$ cat src/rtl/atcaxi2tluh500_pkg.sv
// Shared definitions for the AXI-to-TL-UH bridge.
// Holds the TileLink source-ID count and the source-ID type. The allocator,
// the A-channel request path and the D-channel response path all use them.
package atcaxi2tluh500_pkg;

    // Number of TileLink source IDs the bridge can keep outstanding.
    localparam int SRCID_N = 8;

    // Width of a binary source ID.
    localparam int SRCID_W = $clog2(SRCID_N);

    // Binary source-ID type used on the A and D channels.
    typedef logic [SRCID_W-1:0] srcid_t;

endpackage

$ cat src/rtl/atcaxi2tluh500_bin2onehot.sv
// Binary-to-one-hot decoder with enable.
// Ports:
//   en     in  1 : decode enable; when low the output is all zeros
//   idx    in  W : binary index
//   onehot out N : bit idx set when en is high and idx < N, else all zeros
// An index of N or more decodes to all zeros. This matters when N is not a
// power of two.
module atcaxi2tluh500_bin2onehot #(
    parameter  int N = 8,
    localparam int W = $clog2(N)
) (
    input  logic         en,
    input  logic [W-1:0] idx,
    output logic [N-1:0] onehot
);

    // Compare the index against every legal position.
    always_comb begin
        onehot = {N{1'b0}};
        for (int k = 0; k < N; k++) begin
            onehot[k] = en && (idx == W'(k));
        end
    end

endmodule

$ cat src/rtl/atcaxi2tluh500_srcid_alloc.sv
// Source-ID allocator for the AXI-to-TL-UH bridge.
// Tracks which source IDs are outstanding. It offers a free ID in round-robin
// order for each new A-channel request, and releases the ID when its
// D-channel response retires.
// Ports:
//   aclk        in  1   : clock, rising edge
//   areset      in  1   : synchronous active-high reset
//   alloc_avail out 1   : a free ID exists and the block is not in reset
//   alloc_id    out W   : ID taken if alloc_en is asserted this cycle
//   alloc_en    in  1   : consume alloc_id
//   free_en     in  1   : release free_id
//   free_id     in  W   : ID being released
//   busy        out N   : occupancy vector (registered)
//   cnt         out W+1 : number of outstanding IDs (registered)
//   err         out 1   : sticky protocol error (registered, cleared by reset)
module atcaxi2tluh500_srcid_alloc
    import atcaxi2tluh500_pkg::*;
#(
    parameter  int N = SRCID_N,
    localparam int W = $clog2(N)
) (
    input  logic         aclk,
    input  logic         areset,
    output logic         alloc_avail,
    output logic [W-1:0] alloc_id,
    input  logic         alloc_en,
    input  logic         free_en,
    input  logic [W-1:0] free_id,
    output logic [N-1:0] busy,
    output logic [W:0]   cnt,
    output logic         err
);

    // Round-robin search for the first zero in occ, starting at start.
    // Returns {found, index}. start is always below N, so one subtraction
    // wraps the probe position.
    function automatic logic [W:0] find_free(input logic [N-1:0] occ,
                                             input logic [W-1:0] start);
        logic         found;
        logic [W-1:0] id;
        int           k;
        found = 1'b0;
        id    = {W{1'b0}};
        for (int j = 0; j < N; j++) begin
            k = (int'(start) + j >= N) ? (int'(start) + j - N) : (int'(start) + j);
            if (!found && !occ[k]) begin
                found = 1'b1;
                id    = W'(k);
            end
        end
        return {found, id};
    endfunction

    logic [N-1:0] busy_r;
    logic [W-1:0] ptr_r;
    logic [W:0]   cnt_r;
    logic         err_r;

    logic [N-1:0] busy_nxt_s;
    logic [W-1:0] ptr_nxt_s;
    logic [W:0]   cnt_nxt_s;
    logic         err_nxt_s;

    logic         found_s;
    logic [W-1:0] pick_s;
    logic         free_in_range_s;
    logic         free_hit_s;
    logic         alloc_ok_s;
    logic         free_ok_s;
    logic [N-1:0] set_mask_s;
    logic [N-1:0] clr_mask_s;

    // Select a candidate ID from registered state only.
    always_comb begin
        {found_s, pick_s} = find_free(busy_r, ptr_r);
    end

    // Validate the release request: the ID must be in range and outstanding.
    // A free of the ID being offered this cycle is a double free, because
    // that ID is idle by construction.
    always_comb begin
        free_in_range_s = ({1'b0, free_id} < (W+1)'(N));
        free_hit_s      = 1'b0;
        for (int k = 0; k < N; k++) begin
            if (free_id == W'(k)) begin
                free_hit_s = busy_r[k];
            end else begin
                free_hit_s = free_hit_s;
            end
        end
    end

    assign alloc_ok_s = alloc_en && found_s;
    assign free_ok_s  = free_en && free_in_range_s && free_hit_s;

    // Set-mask decoder for the allocated ID.
    atcaxi2tluh500_bin2onehot #(.N(N)) u_set_dec (
        .en     (alloc_ok_s),
        .idx    (pick_s),
        .onehot (set_mask_s)
    );

    // Clear-mask decoder for the released ID.
    atcaxi2tluh500_bin2onehot #(.N(N)) u_clr_dec (
        .en     (free_ok_s),
        .idx    (free_id),
        .onehot (clr_mask_s)
    );

    // Next-state computation for occupancy, pointer, count and error flag.
    // A valid alloc and a valid free always name different IDs, so the
    // set and clear masks never overlap.
    always_comb begin
        busy_nxt_s = (busy_r | set_mask_s) & ~clr_mask_s;
        err_nxt_s  = err_r
                   | (alloc_en && !found_s)
                   | (free_en && !free_ok_s);
        if (alloc_ok_s) begin
            ptr_nxt_s = (pick_s == W'(N - 1)) ? {W{1'b0}} : (pick_s + W'(1));
        end else begin
            ptr_nxt_s = ptr_r;
        end
        case ({alloc_ok_s, free_ok_s})
            2'b10:   cnt_nxt_s = cnt_r + (W+1)'(1);
            2'b01:   cnt_nxt_s = cnt_r - (W+1)'(1);
            default: cnt_nxt_s = cnt_r;
        endcase
    end

    // State registers. A reset drops all outstanding IDs and ignores any
    // request that arrives in the same cycle.
    always_ff @(posedge aclk) begin
        if (areset) begin
            busy_r <= {N{1'b0}};
            ptr_r  <= {W{1'b0}};
            cnt_r  <= {(W+1){1'b0}};
            err_r  <= 1'b0;
        end else begin
            busy_r <= busy_nxt_s;
            ptr_r  <= ptr_nxt_s;
            cnt_r  <= cnt_nxt_s;
            err_r  <= err_nxt_s;
        end
    end

    // Offered ID and availability. These are forced to zero when nothing is
    // free, and availability is also forced low while in reset.
    always_comb begin
        if (found_s) begin
            alloc_id = pick_s;
        end else begin
            alloc_id = {W{1'b0}};
        end
        alloc_avail = found_s && !areset;
    end

    assign busy = busy_r;
    assign cnt  = cnt_r;
    assign err  = err_r;

endmodule

$ cat config.mk
export PLATFORM = sky130hd
export DESIGN_NAME = atcaxi2tluh500_srcid_alloc
export DESIGN_NICKNAME = d
export VERILOG_FILES = /design/src/rtl/atcaxi2tluh500_pkg.sv /design/src/rtl/atcaxi2tluh500_bin2onehot.sv /design/src/rtl/atcaxi2tluh500_srcid_alloc.sv
export SDC_FILE = /design/constraint.sdc
export NUM_CORES = 1
export LEC_CHECK = 0
export CORE_ASPECT_RATIO = 0.8
export CORE_UTILIZATION = 55
export DETAILED_ROUTE_END_ITERATION = 16
export PLACE_DENSITY_LB_ADDON = 0.2
export SLEW_MARGIN = 20
export SYNTH_ARGS = -nofsm -noshare
export SYNTH_HDL_FRONTEND = slang
export SYNTH_SLANG_ARGS = --single-unit
$ cat constraint.sdc
create_clock -name aclk -period 4.55 [get_ports aclk]
set_clock_uncertainty 0.1 [all_clocks]
set_input_delay 0.91 -clock aclk [delete_from_list [all_inputs] [get_ports aclk]]
set_output_delay 0.91 -clock aclk [all_outputs]
set_load 0.01 [all_outputs]
== Word level (Yosys, flattened, before mapping) ==
Cells that the tools add are included.

* Register bits after elaboration: 16
* Input bits: 7
* Output and inout bits: 17
* Logic and storage cells: 165

* Add/subtract/negate cells: 18
* Magnitude comparators: 16
* Equal/unequal tests: 16
* Multiplexer cells: 59
* Bitwise operators: 5
* Reduce and logical (&&, ||, !) cells: 47

{| class="wikitable"
|+ Operator list
! cell !! count
|-
| less-than comparator 32 x 5 -> 1 bit (second input constant) || 8
|-
| two-way mux 32 bit || 8
|-
| greater-or-equal comparator 32 x 5 -> 1 bit (second input constant) || 7
|-
| subtractor 32 x 5 -> 32 bit (second input constant) || 7
|-
| two-way mux 1 bit || 32
|-
| two-way mux 3 bit || 10
|-
| logical AND 1 bit || 28
|-
| binary-select mux 1 bit (select 3 bit) || 8
|-
| == test 3 bit (second input constant) || 8
|-
| adder 3 x 3 -> 4 bit (second input constant) || 4
|-
| logical NOT 1 bit || 16
|-
| == test 3 x 2 -> 1 bit (second input constant) || 4
|-
| adder 3 x 2 -> 4 bit (second input constant) || 2
|-
| bitwise AND 8 bit || 1
|-
| inverter 8 bit || 1
|-
| OR 8 bit || 1
|-
| one-hot mux 4 bit (2 select lines) || 1
|-
| == test 3 x 1 -> 1 bit (second input constant) || 2
|-
| logical NOT 3 bit || 2
|-
| subtractor 3 x 4 -> 5 bit (second input constant) || 1
|-
| adder 3 x 1 -> 4 bit (second input constant) || 1
|-
| adder 4 x 1 -> 4 bit (second input constant) || 1
|-
| greater-or-equal comparator 3 x 4 -> 1 bit (second input constant) || 1
|-
| subtractor 4 x 1 -> 4 bit (second input constant) || 1
|-
| other kinds (5) || 6
|}

== Depth between registers and ports, before layout ==
* Depth after elaboration: 31
* Gate-level depth with buffers: 20

== Cells and area by module ==
From an unflattened synthesis, not the netlist that was laid out.

* Cell total of the unflattened synthesis: 195
* Area, all modules: 1,868.0 µm²

{| class="wikitable"
|+ Modules (own cells, without submodules)
! module !! times used !! cells each !! area each (µm²) !! sequential area each (µm²)
|-
| atcaxi2tluh500_srcid_alloc || 1 || 179 || 1,677.9 || 320.3
|-
| atcaxi2tluh500_bin2onehot || 2 || 8 || 95.1 || 0.0
|}

== Least setup slack after synthesis ==
No wires, ideal clock.

* Kind: register -> register
* Start point: reg ptr_r[1]
* End point: reg ptr_r[0]
* Arrival: 4.007 ns
* Data required time: 4.379 ns
* Slack: 0.373 ns
* Cell stages (with the launch flop): 17
* Path buffers: 3
* Period minus slack after synthesis: 4.177 ns
* Cell sequence: dfxtp_1 buf_4 clkinv_1 ha_1 buf_6 buf_2 mux4_2 mux2i_1 nor2_4 a221oi_1 o21bai_1 a21oi_1 o32ai_1 ha_1 ha_1 or4_1 a21oi_1

* Word-level cells in the longest chain between the ends: 29
* Elaborated cells between the ends (all ways): 95
* Those cells by class: add/sub (16); order compare (8); eq/ne (1); mux (49); reduce/logical (21)

{| class="wikitable"
|+ Ends and longest elaborated chain
! what !! RTL line !! source
|-
| start, declared || atcaxi2tluh500_srcid_alloc.sv:55 || <nowiki>logic [W-1:0] ptr_r;</nowiki>
|-
| start signal, assigned || atcaxi2tluh500_srcid_alloc.sv:135 || <nowiki>ptr_r <= {W{1'b0}};</nowiki>
|-
| start signal, assigned || atcaxi2tluh500_srcid_alloc.sv:140 || <nowiki>ptr_r <= ptr_nxt_s;</nowiki>
|-
| adder 3 x 1 -> 4 bit || atcaxi2tluh500_srcid_alloc.sv:45 || <nowiki>k = (int'(start) + j >= N) ? (int'(start) + j - N) : (int'(start) + j);</nowiki>
|-
| subtractor 32 x 5 -> 32 bit or greater-or-equal comparator 32 x 5 -> 1 bit (tied branches) || atcaxi2tluh500_srcid_alloc.sv:45 ||
|-
| two-way mux 32 bit || atcaxi2tluh500_srcid_alloc.sv:45 ||
|-
| binary-select mux 1 bit (select 3 bit) || atcaxi2tluh500_srcid_alloc.sv:46 || <nowiki>if (!found && !occ[k]) begin</nowiki>
|-
| two-way mux 1 bit (implied by the code) (2 in series) || atcaxi2tluh500_srcid_alloc.sv:46 ||
|-
| logical NOT 1 bit || atcaxi2tluh500_srcid_alloc.sv:46 ||
|-
| logical AND 1 bit || atcaxi2tluh500_srcid_alloc.sv:46 ||
|-
| two-way mux 1 bit || atcaxi2tluh500_srcid_alloc.sv:46 ||
|-
| [... 12 more ...] || - ||
|-
| logical NOT 1 bit || atcaxi2tluh500_srcid_alloc.sv:46 ||
|-
| logical AND 1 bit || atcaxi2tluh500_srcid_alloc.sv:46 ||
|-
| two-way mux 1 bit || atcaxi2tluh500_srcid_alloc.sv:46 ||
|-
| logical NOT 1 bit || atcaxi2tluh500_srcid_alloc.sv:46 ||
|-
| logical AND 1 bit || atcaxi2tluh500_srcid_alloc.sv:46 ||
|-
| two-way mux 3 bit || atcaxi2tluh500_srcid_alloc.sv:46 ||
|-
| adder 3 x 1 -> 3 bit or == test 3 bit (tied branches) || atcaxi2tluh500_srcid_alloc.sv:119 || <nowiki>ptr_nxt_s = (pick_s == W'(N - 1)) ? {W{1'b0}} : (pick_s + W'(1));</nowiki>
|-
| two-way mux 3 bit || atcaxi2tluh500_srcid_alloc.sv:119 ||
|}

Several ways; a longest one is shown, not always the timed one. The select of a mux whose other input is x is not followed.
A chain may end at the register's enable or synchronous reset.

== Worst setup path in the final report ==
* Start point: reg ptr_r[0]
* End point: out alloc_id[0]

* Word-level cells in the longest chain between the ends: 28
* Elaborated cells between the ends (all ways): 92
* Those cells by class: add/sub (15); order compare (8); mux (49); reduce/logical (20)

{| class="wikitable"
|+ Ends and longest elaborated chain
! what !! RTL line !! source
|-
| adder 3 x 1 -> 4 bit || atcaxi2tluh500_srcid_alloc.sv:45 ||
|-
| subtractor 32 x 5 -> 32 bit or greater-or-equal comparator 32 x 5 -> 1 bit (tied branches) || atcaxi2tluh500_srcid_alloc.sv:45 ||
|-
| two-way mux 32 bit || atcaxi2tluh500_srcid_alloc.sv:45 ||
|-
| binary-select mux 1 bit (select 3 bit) || atcaxi2tluh500_srcid_alloc.sv:46 ||
|-
| two-way mux 1 bit (implied by the code) (2 in series) || atcaxi2tluh500_srcid_alloc.sv:46 ||
|-
| logical NOT 1 bit || atcaxi2tluh500_srcid_alloc.sv:46 ||
|-
| logical AND 1 bit || atcaxi2tluh500_srcid_alloc.sv:46 ||
|-
| two-way mux 1 bit || atcaxi2tluh500_srcid_alloc.sv:46 ||
|-
| [... 11 more ...] || - ||
|-
| two-way mux 1 bit || atcaxi2tluh500_srcid_alloc.sv:46 ||
|-
| logical NOT 1 bit || atcaxi2tluh500_srcid_alloc.sv:46 ||
|-
| logical AND 1 bit || atcaxi2tluh500_srcid_alloc.sv:46 ||
|-
| two-way mux 1 bit || atcaxi2tluh500_srcid_alloc.sv:46 ||
|-
| logical NOT 1 bit || atcaxi2tluh500_srcid_alloc.sv:46 ||
|-
| logical AND 1 bit || atcaxi2tluh500_srcid_alloc.sv:46 ||
|-
| two-way mux 3 bit or two-way mux 1 bit (tied branches) || atcaxi2tluh500_srcid_alloc.sv:46 ||
|-
| two-way mux 3 bit * || atcaxi2tluh500_srcid_alloc.sv:149 || <nowiki>if (found_s) begin</nowiki>
|-
| end, declared || atcaxi2tluh500_srcid_alloc.sv:25 || <nowiki>output logic [W-1:0] alloc_id,</nowiki>
|}

Every way passes the cells marked *; elsewhere a longest branch is shown, timed or not. The select of a mux whose other input is x is not followed.

==> results_dict.tcl <==
set metrics [dict create \
    ioPinCount 24 \
    reg2reg_slack_ps 370 \
    initial_core_util 0.596 \
    diodes 0 \
    drt_wl_total_um 5630 \
    cp_max_fo 7 \
    grt_max_degree 23 \
    power.density_mw_per_mm2 583 \
    fp-row-count 19 \
    synth_xor_area_frac 0.0289 \
    detail-route-antenna-nets 0 \
    post_synth.cell_area_avg_um2 8.78 \
    wl_met2_um 2400 \
    hold_violations 0 \
    grt-ovfl-total 0 \
    ys_types 67 \
    cp-end-kind "primary output" \
    yosys.area_share.adder 0.0648 \
    wl_met3_um 485 \
    cts_max_level 1 \
    clkLatencyLatePin_ps 250 \
    grt_pass1_wl_um 9060 \
    drv_cap 0 \
    synthArstFlopShare 0 \
    required_ps 3540 \
    min_from "cnt[3]" \
    die-area_mm2 0.00412 \
    synthTopCellsByArea "dfxtp_1, mux4_2, mux2i_1" \
    syn-num-nets 260 \
    hpwl_um 4100 \
    cp.arrival_ps 3450 \
    run_status "completed" \
    cts_buffers 3 \
    synth_largest_area_cell "dfxtp_1" \
    start_kind "flip-flop" \
    p_leak_nw 0.908 \
    fin_nets 279 \
    crit_start "ptr_r[0]" \
    p_seq_frac 0.190 \
    coreArea_mm2 0.00357 \
    r2r_end "cnt[3]" \
    endpoint "alloc_id[0]" \
    clkSinkCount 16 \
    synth_ff_type "dfxtp_1" \
    drive_above_1_share 0.185 \
    drtIter0Drc 255 \
    fin_ws_ps 94.2 \
    max_freq_mhz 224 \
    via_per_inst 6.63 \
    top_layer_used "met4" \
    vdd_drop_max_mv 0.484 \
    rsz0062_at_grt "true" \
    finalWeightedCongestion 1.01 \
    reg2reg_from "ptr_r[2]" \
    yosysWarnings 0 \
    area_delta_synth_final_pct 15.0 \
    synth_top_area_frac 0.151 \
    r2r_cells 13 \
    drt-met1-wl_um 2700 \
    cts_tree "yes" \
    synth-simple-area-share 0.159 \
    hold_buffers 0 \
    cts_root_buf "clkbuf_8" \
    fin_cells 301 \
    swShare 0.480 \
    drc 0 \
    finalSetupViolCount 0 \
    num_vias 1996 \
    cts_max_path_buffers 2 \
    hold_path_class "flip-flop to flip-flop" \
    grt_use_total 0.286 \
    synth_area_mm2 0.00212 \
    p_comb_frac 0.737 \
    wl_per_cell_um 18.7 \
    clkSlewWorstSetupHoldPaths_ps 60 \
    p_int_mw 0.741 \
    power_switching_mw 0.684 \
    synthCells 242 \
    clkPwrFrac 0.073 \
    die_w_um 71.5 \
    grt_pass1_vias 1771 \
    die_h_um 57.6 \
    drv_slew 0 \
    crit_type "flip-flop to primary output" \
    finish.utilization 0.685 \
    antenna_found_initial 0 \
    synth_top_family_by_area "multiplexers" \
    synthMuxAreaShare 0.263 \
    placed_cells 296 \
    fin_crit_ps 4460 \
    synth_edf_count 0 \
    pre_cts_slack_ps 343 \
    ys_ff_latch 16 \
    power_mw 1.43 \
    fin_crit_sh 0.979 \
    synth_compound_area_frac 0.254 \
    maxSlewHeadroom 0.428 \
    drtPass1Iterations 4 \
    portBuffers 23 \
    tightest_slew_ps 857 \
    seq_area_frac_synth 0.151 \
]
Yosys cell counts, drive strengths merged (5+ instances only):
cell type  instances
a211oi             5
a21oi             16
buf               11
clkbuf             8
dfxtp             16
ha                11
inv               16
mux2i             22
mux4              12
nand2             13
nand3              5
nor2              20
nor2b              5
o21ai             10
xor2               5
cell type report:
type                            instances  area [um2]
Fill cell                             299        1120
Sequential cell                        16         320
Tap cell                               42        52.6
Timing Repair Buffer                   33         309
Multi-Input combinational cell        190        1660
Clock buffer                            3        41.3
Inverter                               17        63.8
per-layer routing:
layer,global-route usage,vias to the layer above
li1,-,953
met2,0.418,86
met5,0,-
met1,0.440,950
met4,0.0560,0
met3,0.0548,7
layout by cell type, fill, tap and decap left out, types with 9 or more instances in the layout:
cell,instances
inv_1,14
a21oi_1,15
nand2_1,13
buf_4,9
clkdlybuf4s50_1,23
ha_1,11
mux2i_1,20
dfxtp_1,16
mux4_2,11
nor2_1,17
kinds of logic (layout without fill, tap and decap cells):
logic type	after synthesis	after routing
buffers and inverters	36	53
xor gates and xnor gates	7	7
DFF	16	16
adders and majority gates	11	11
muxes	38	38
AOI/OAI and AO/OA	72	72
and+or+nand+nor	62	62
worst min-delay path by stage:
stage | cells after the start | to | slack, ps
after floorplan | 2 | cnt[3] | 400
after global routing | 2 | cnt[2] | 450
after CTS | 2 | cnt[3] | 410
final | 2 | cnt[3] | 400
after global placement | 2 | cnt[3] | 370
after detailed placement | 2 | cnt[3] | 400
registers in the layout, summed over array words and instances, names as in the netlist:
name	cells
ptr_r	3
cnt	4
err	1
busy	8
critical path, cell delays in order, from the launching register on:
cell,delay (ps)
dfxtp_1,340
inv_2,90
ha_1,350
mux4_2,550
nand2b_1,190
and4_1,240
o211ai_1,350
mux2_4,340
nor2_1,170
a31oi_1,70
clkdlybuf4s50_1,500
through the flow:
step	TNS [ps]	area [um2]	hold WS [ps]
floorplan	0	2120	403
global placement	0	2360	370
detailed placement	0	2360	403
CTS	0	2400	412
global route	-0.164	2440	446
finish	0	2440	401
timing repair:
| item | in CTS | in global routing |
|---|---|---|
| hold endpoints to repair | 0 | 0 |
| setup buffers | 0 | 2 |
| resized for setup | 0 | 5 |
| endpoints found under the setup margin | 0 | 2 |
power groups by stage:
stage,sequential [mW],clock [mW],combinational [mW]
finish,0.270,0.104,1.05
global route,0.278,0.111,1.13
CTS,0.267,0.107,0.998
detailed placement,0.270,0,0.989
global placement,0.269,0,0.983
floorplan,0.220,0,0.777
No activity file was read; power rests on OpenSTA's default activity.
==> RTL edit 1: new RTL, same settings <==
Set the package constant `SRCID_N` to 16 (it was 8).
--- a/src/rtl/atcaxi2tluh500_pkg.sv
+++ b/src/rtl/atcaxi2tluh500_pkg.sv
@@ -5,5 +5,5 @@
 
     // Number of TileLink source IDs the bridge can keep outstanding.
-    localparam int SRCID_N = 8;
+    localparam int SRCID_N = 16;
 
     // Width of a binary source ID.
Interface: changed (resized alloc_id, busy, cnt and free_id); port bits go from 24 to 35. No check against the original RTL was run, so the function may have changed too.
==> RTL edit 1 against the unedited design <==
- sequential cell count up 10
- wire length rose to 2.7 times the old value
- via count up 140%
- cell area up 130%
- fmax down 0.55%
- worst setup slack worse by 25 ps
- total power about the same
- synthesized area up 98%
- critical path type unchanged
- critical endpoint is now alloc_id[2]
==> RTL edit 1: results (changes against the unedited design) <==
| Metric | Value |
|---|---|
| Total number of vias | `4765 (+140%)` |
| Multi-input logic area | `3630 sq um (+120%)` |
| Min Tclk post-route | `4480 ps (+24.6 ps)` |
| Comb pwr share | `65.9% (-7.8 points)` |
| Worst Setup SP | `ptr_r[1]` |
| Skew-Pair Late Insertion Delay | `280 ps (+30 ps)` |
| Synthesized netlist net count | `494 (+90%)` |
| Status | `completed` |
| Static Leak | `2.19 nW (+140%)` |
| Clk. pwr | `0.197 mW (+89%)` |
| Clock root buffer master | `clkbuf_8` |
| Pin count of the biggest net entering global routing | `28 (+22%)` |
| Global-route wire length before repair | `23.1 mm (+150%)` |
| CTS Buffer Depth | `2 (unchanged)` |
| Post-DP HPWL | `11.1 mm (+170%)` |
| Data buffer area share | `22.2% (+9.5 points)` |
| VDD IR-drop max | `0.197 mV (-59%)` |
| Layout cell share with drive strength beyond 1 | `39.7% (+21 points)` |
| Cell Rows | `28 (+9)` |
| Pre-Repair DR Iteration Count | `5 (+1)` |
| Asr flop ratio synth | `0% (unchanged)` |
| Reg-to-reg setup timing slack | `120 ps (-250 ps)` |
| Fraction of area in registers | `9.29% (-3.8 points)` |
| Pwr dens | `249 nW/um^2 (-57%)` |
| Vias in the first global route | `4238 (+140%)` |
| Hold Path Class | `reg -> reg` |
| Post-Syn Instances | `472 (+95%)` |
| Inverters | `20 (+3)` |
| Filler cells | `517 (+73%)` |
| Critical path arrival | `3470 ps (+20 ps)` |
| Layout clock area frac | `1.25% (-0.44 points)` |
| Register area share after synthesis | `12.4% (-2.7 points)` |
| FF+latch count | `26 (+10)` |
| Placed cell count | `671 (+130%)` |
| Placer Congestion | `0.961 (-4.6%)` |
| Clk slew on worst S/H paths | `90 ps (+30 ps)` |
| Initial DRC Count | `449 (+76%)` |
| Number of flip-flops in the largest register | `16 (+8)` |
| Port Buf Inserts | `34 (+48%)` |
| Worst reg2reg path depth | `23 (+10)` |
| Number of non-clock buffers | `156 (+370%)` |
| Psw | `0.614 mW (-10%)` |
| Top cells by count, synth | `mux2i_1, nand2_1, nor2_1, dfxtp_1, mux4_2` |
| Reg2reg end | `cnt[4]` |
| Synth cell types | `82 (+22%)` |
| Crit-path max FO | `6 (-1)` |
| Multi-input gates | `393 (+110%)` |
| Placed cell areas | `5220 sq um (+120%)` |
| Top cells by area, synth | `mux4_2, dfxtp_1, mux2i_1` |
| Setup slack at placement | `-171 ps (-513 ps)` |
| Layout Nets | `622 (+120%)` |
| End of the critical path | `alloc_id[2]` |
| Syn-to-layout area delta | `35.7%` |
| Initial antenna violation count | `0 (unchanged)` |
| Detailed-route wire length | `15.2 mm (+170%)` |
| Post-route insts no fill | `704 (+130%)` |
| Cts bufs inserted | `3 (unchanged)` |
| Rel. slew slack | `61.1% (+18 points)` |
| Overall routing resource usage | `37.7% (+9.1 points)` |
RTL edit 1: changes by cell type after synthesis, sizes merged, moves of 16 or more:
cell	change
a311oi	+16
a31oi	+17
mux2i	+16
mux4	+16
nand2	+20
RTL edit 1: worst min-delay path by stage:
stage	startpoint	cells after the start	slack, ps	endpoint
final	cnt[4]	2	430	cnt[4]
after global routing	cnt[3]	2	470	cnt[3]
after CTS	cnt[4]	2	410	cnt[4]
after detailed placement	cnt[4]	2	400	cnt[4]
after global placement	cnt[4]	2	380	cnt[4]
after floorplan	cnt[4]	2	410	cnt[4]
RTL edit 1: cell families (layout without fill, tap and decap cells):
logic type                 after synthesis  in the layout  synth area share (%)
AOI/OAI and AO/OA                      147            147                  25.0
and+or+nand+nor                        142            143                  19.4
muxes                                   75             75                  27.7
buffers and inverters                   54            180                  7.16
DFF                                     26             26                  12.4
adders and majority gates               14             14                  4.16
xor gates and xnor gates                14             14                  4.25
RTL edit 1: what timing repair did:
item	4_1_cts	5_1_grt
endpoints found under the setup margin	6	7
gates cloned	1	0
setup buffers	9	19
resized for setup	35	29
pin swaps	10	14
RTL edit 1: layer usage:
| layer | vias up | part of all wire [%] | track usage, % | wire, um |
|---|---|---|---|---|
| li1 | 2133 | - | - | - |
| met2 | 286 | 43 | 56.3 | 6600 |
| met1 | 2313 | 42 | 53.1 | 6440 |
| met5 | - | 0 | 0 | 0 |
| met3 | 33 | 12 | 10.0 | 1880 |
| met4 | 0 | 2.0 | 10.1 | 306 |
RTL edit 1: critical path, cell delays in order, from the launching register on:
cell and delay [ps]:
dfxtp_4 430, inv_6 40, ha_4 240, buf_6 140, mux2i_2 150, mux4_2 550
mux2i_4 290, buf_6 160, and2_4 140, inv_1 60, nor4_4 280, buf_4 170
and3_1 150, o21a_2 190, clkinv_4 60, clkbuf_2 120
==> RTL edit 2: new RTL, same flow settings <==
Without the edit above. Make the reset (`areset`) asynchronous in one clocked block. Comments in the files are not updated.
--- a/src/rtl/atcaxi2tluh500_srcid_alloc.sv
+++ b/src/rtl/atcaxi2tluh500_srcid_alloc.sv
@@ -130,5 +130,5 @@
     // State registers. A reset drops all outstanding IDs and ignores any
     // request that arrives in the same cycle.
-    always_ff @(posedge aclk) begin
+    always_ff @(posedge aclk or posedge areset) begin
         if (areset) begin
             busy_r <= {N{1'b0}};
Formal check against the unedited RTL: differs if areset is asserted again (counterexample within 4 cycles, from zero or initial values and one cycle with areset high); with areset held inactive, the same outputs for 4 cycles.
==> RTL edit 2 against the unedited design <==
- cell area down 5.5%
- sequential cell count unchanged
- wire length down 1.2%
- register-to-register slack better by 240 ps
- final cell count down 10%
- worst setup slack better by 84 ps
- synthesized area down 6.1%
- sequential share of layout area up 4.2 points
- critical path type unchanged
- highest routed layer unchanged
Power is not shown: default switching activity piles up to over one toggle a cycle in this logic, so the estimate is an artifact.
==> RTL edit 2: results (changes against the unedited design) <==
| Metric | Value |
|---|---|
| XOR/XNOR Fraction of Synth Area | `3.07% (+0.19 points)` |
| Global-route wire length before repair | `9.18 mm (+1.4%)` |
| Initial DRC Count | `249 (-2.4%)` |
| Top cells by count, synth | `nor2_1, dfrtp_1, nand2_1, mux2i_1, mux4_2` |
| Synth Area in Adders | `6.90% (+0.42 points)` |
| Worst reg2reg path depth | `16 (+3)` |
| H-Tree Depth | `1 (unchanged)` |
| Synth cell types | `56 (-16%)` |
| Primary FF master, synth | `dfrtp_1` |
| Hold Crit Depth | `1 (-1)` |
| Rel. slew slack | `55.5% (+13 points)` |
| Pin count of the biggest net entering global routing | `26 (+13%)` |
| Cts bufs inserted | `3 (unchanged)` |
| Placer Congestion | `0.998 (-0.95%)` |
| Detailed-route wire length | `5.56 mm (-1.2%)` |
| CTS Buffer Depth | `2 (unchanged)` |
| Reg2reg end | `cnt[2]` |
| Asr flop ratio synth | `100% (+100 points)` |
| Layout cell share with drive strength beyond 1 | `18.9% (+0.33 points)` |
| Synthesized netlist net count | `225 (-13%)` |
| Post-synthesis mux area share | `29.3% (+3.0 points)` |
| Filler cells | `273 (-8.7%)` |
| Compound-Gate Fraction of Synth Area | `19.5% (-5.9 points)` |
| Reg-to-reg setup timing slack | `610 ps (+240 ps)` |
| Critical path arrival | `3360 ps (-90 ps)` |
| Skew-Pair Late Insertion Delay | `250 ps (about the same)` |
| Crit-path max FO | `4 (-3)` |
| Status | `completed` |
| Register area share after synthesis | `20.1% (+5.0 points)` |
| Via-per-instance ratio | `7.04 (+6.1%)` |
| Top cells by area, synth | `dfrtp_1, mux4_2, mux2i_1` |
| Pre-Repair DR Iteration Count | `5 (+1)` |
| Vias in the first global route | `1747 (-1.4%)` |
| Layout Nets | `248 (-11%)` |
| Hold path endpoint | `cnt[3]` |
| Post-DP HPWL | `4.08 mm (-0.42%)` |
| Hold_sp | `cnt[3]` |
| RR Startpoint | `ptr_r[1]` |
| Overall routing resource usage | `30.2% (+1.6 points)` |
RTL edit 2: worst max path at each step:
stage	to	depth (start not counted)
floorplan	alloc_id[2]	11
global placement	alloc_id[0]	8
detailed placement	alloc_id[0]	8
CTS	alloc_id[0]	8
global route	alloc_id[0]	8
finish	alloc_id[2]	9
RTL edit 2: critical path, cell delays in order, from the launching register on:
cell and delay [ps]:
dfrtp_1 350, inv_1 70, ha_1 360, mux4_2 570
mux2_2 340, a221oi_1 280, o31ai_1 150, a221o_1 330
o21ai_0 90, clkdlybuf4s50_1 560
RTL edit 2: layout make-up:
| class | count | area, sq um | area share, % |
|---|---|---|---|
| Tap cell | 42 | 52.6 | 2.28 |
| Timing Repair Buffer | 31 | 294 | 12.7 |
| Inverter | 8 | 30.0 | 1.30 |
| Clock buffer | 3 | 41.3 | 1.79 |
| Multi-Input combinational cell | 170 | 1490 | 64.6 |
| Sequential cell | 16 | 400 | 17.3 |
RTL edit 2: metrics by stage:
stage / util (%) / setup WS (ps) / hold WS [ps] / cell area [sq um] / instances
after floorplan: - / 501 / 404 / 2000 / 207
after global routing: 67.0 / 40.8 / 396 / 2310 / 270
after CTS: 66.5 / 52.8 / 376 / 2290 / 268
after detailed placement: 65.0 / 290 / 364 / 2240 / 265
final: 67.0 / 178 / 373 / 2310 / 270
after global placement: 65.0 / 244 / 354 / 2240 / 265
RTL edit 2: timing repair:
item	CTS	global route
pin swaps	0	2
hold buffers	0	0
resized for setup	1	3
setup buffers	0	2
setup endpoints to repair	1	3
RTL edit 2: per-layer routing:
| layer | vias up | track usage (%) | part of all wire, % |
|---|---|---|---|
| met4 | 0 | 3.21 | 0.22 |
| met1 | 925 | 46.8 | 46 |
| li1 | 846 | - | - |
| met2 | 125 | 43.7 | 44 |
| met3 | 4 | 7.43 | 9.9 |
| met5 | - | 0 | 0 |
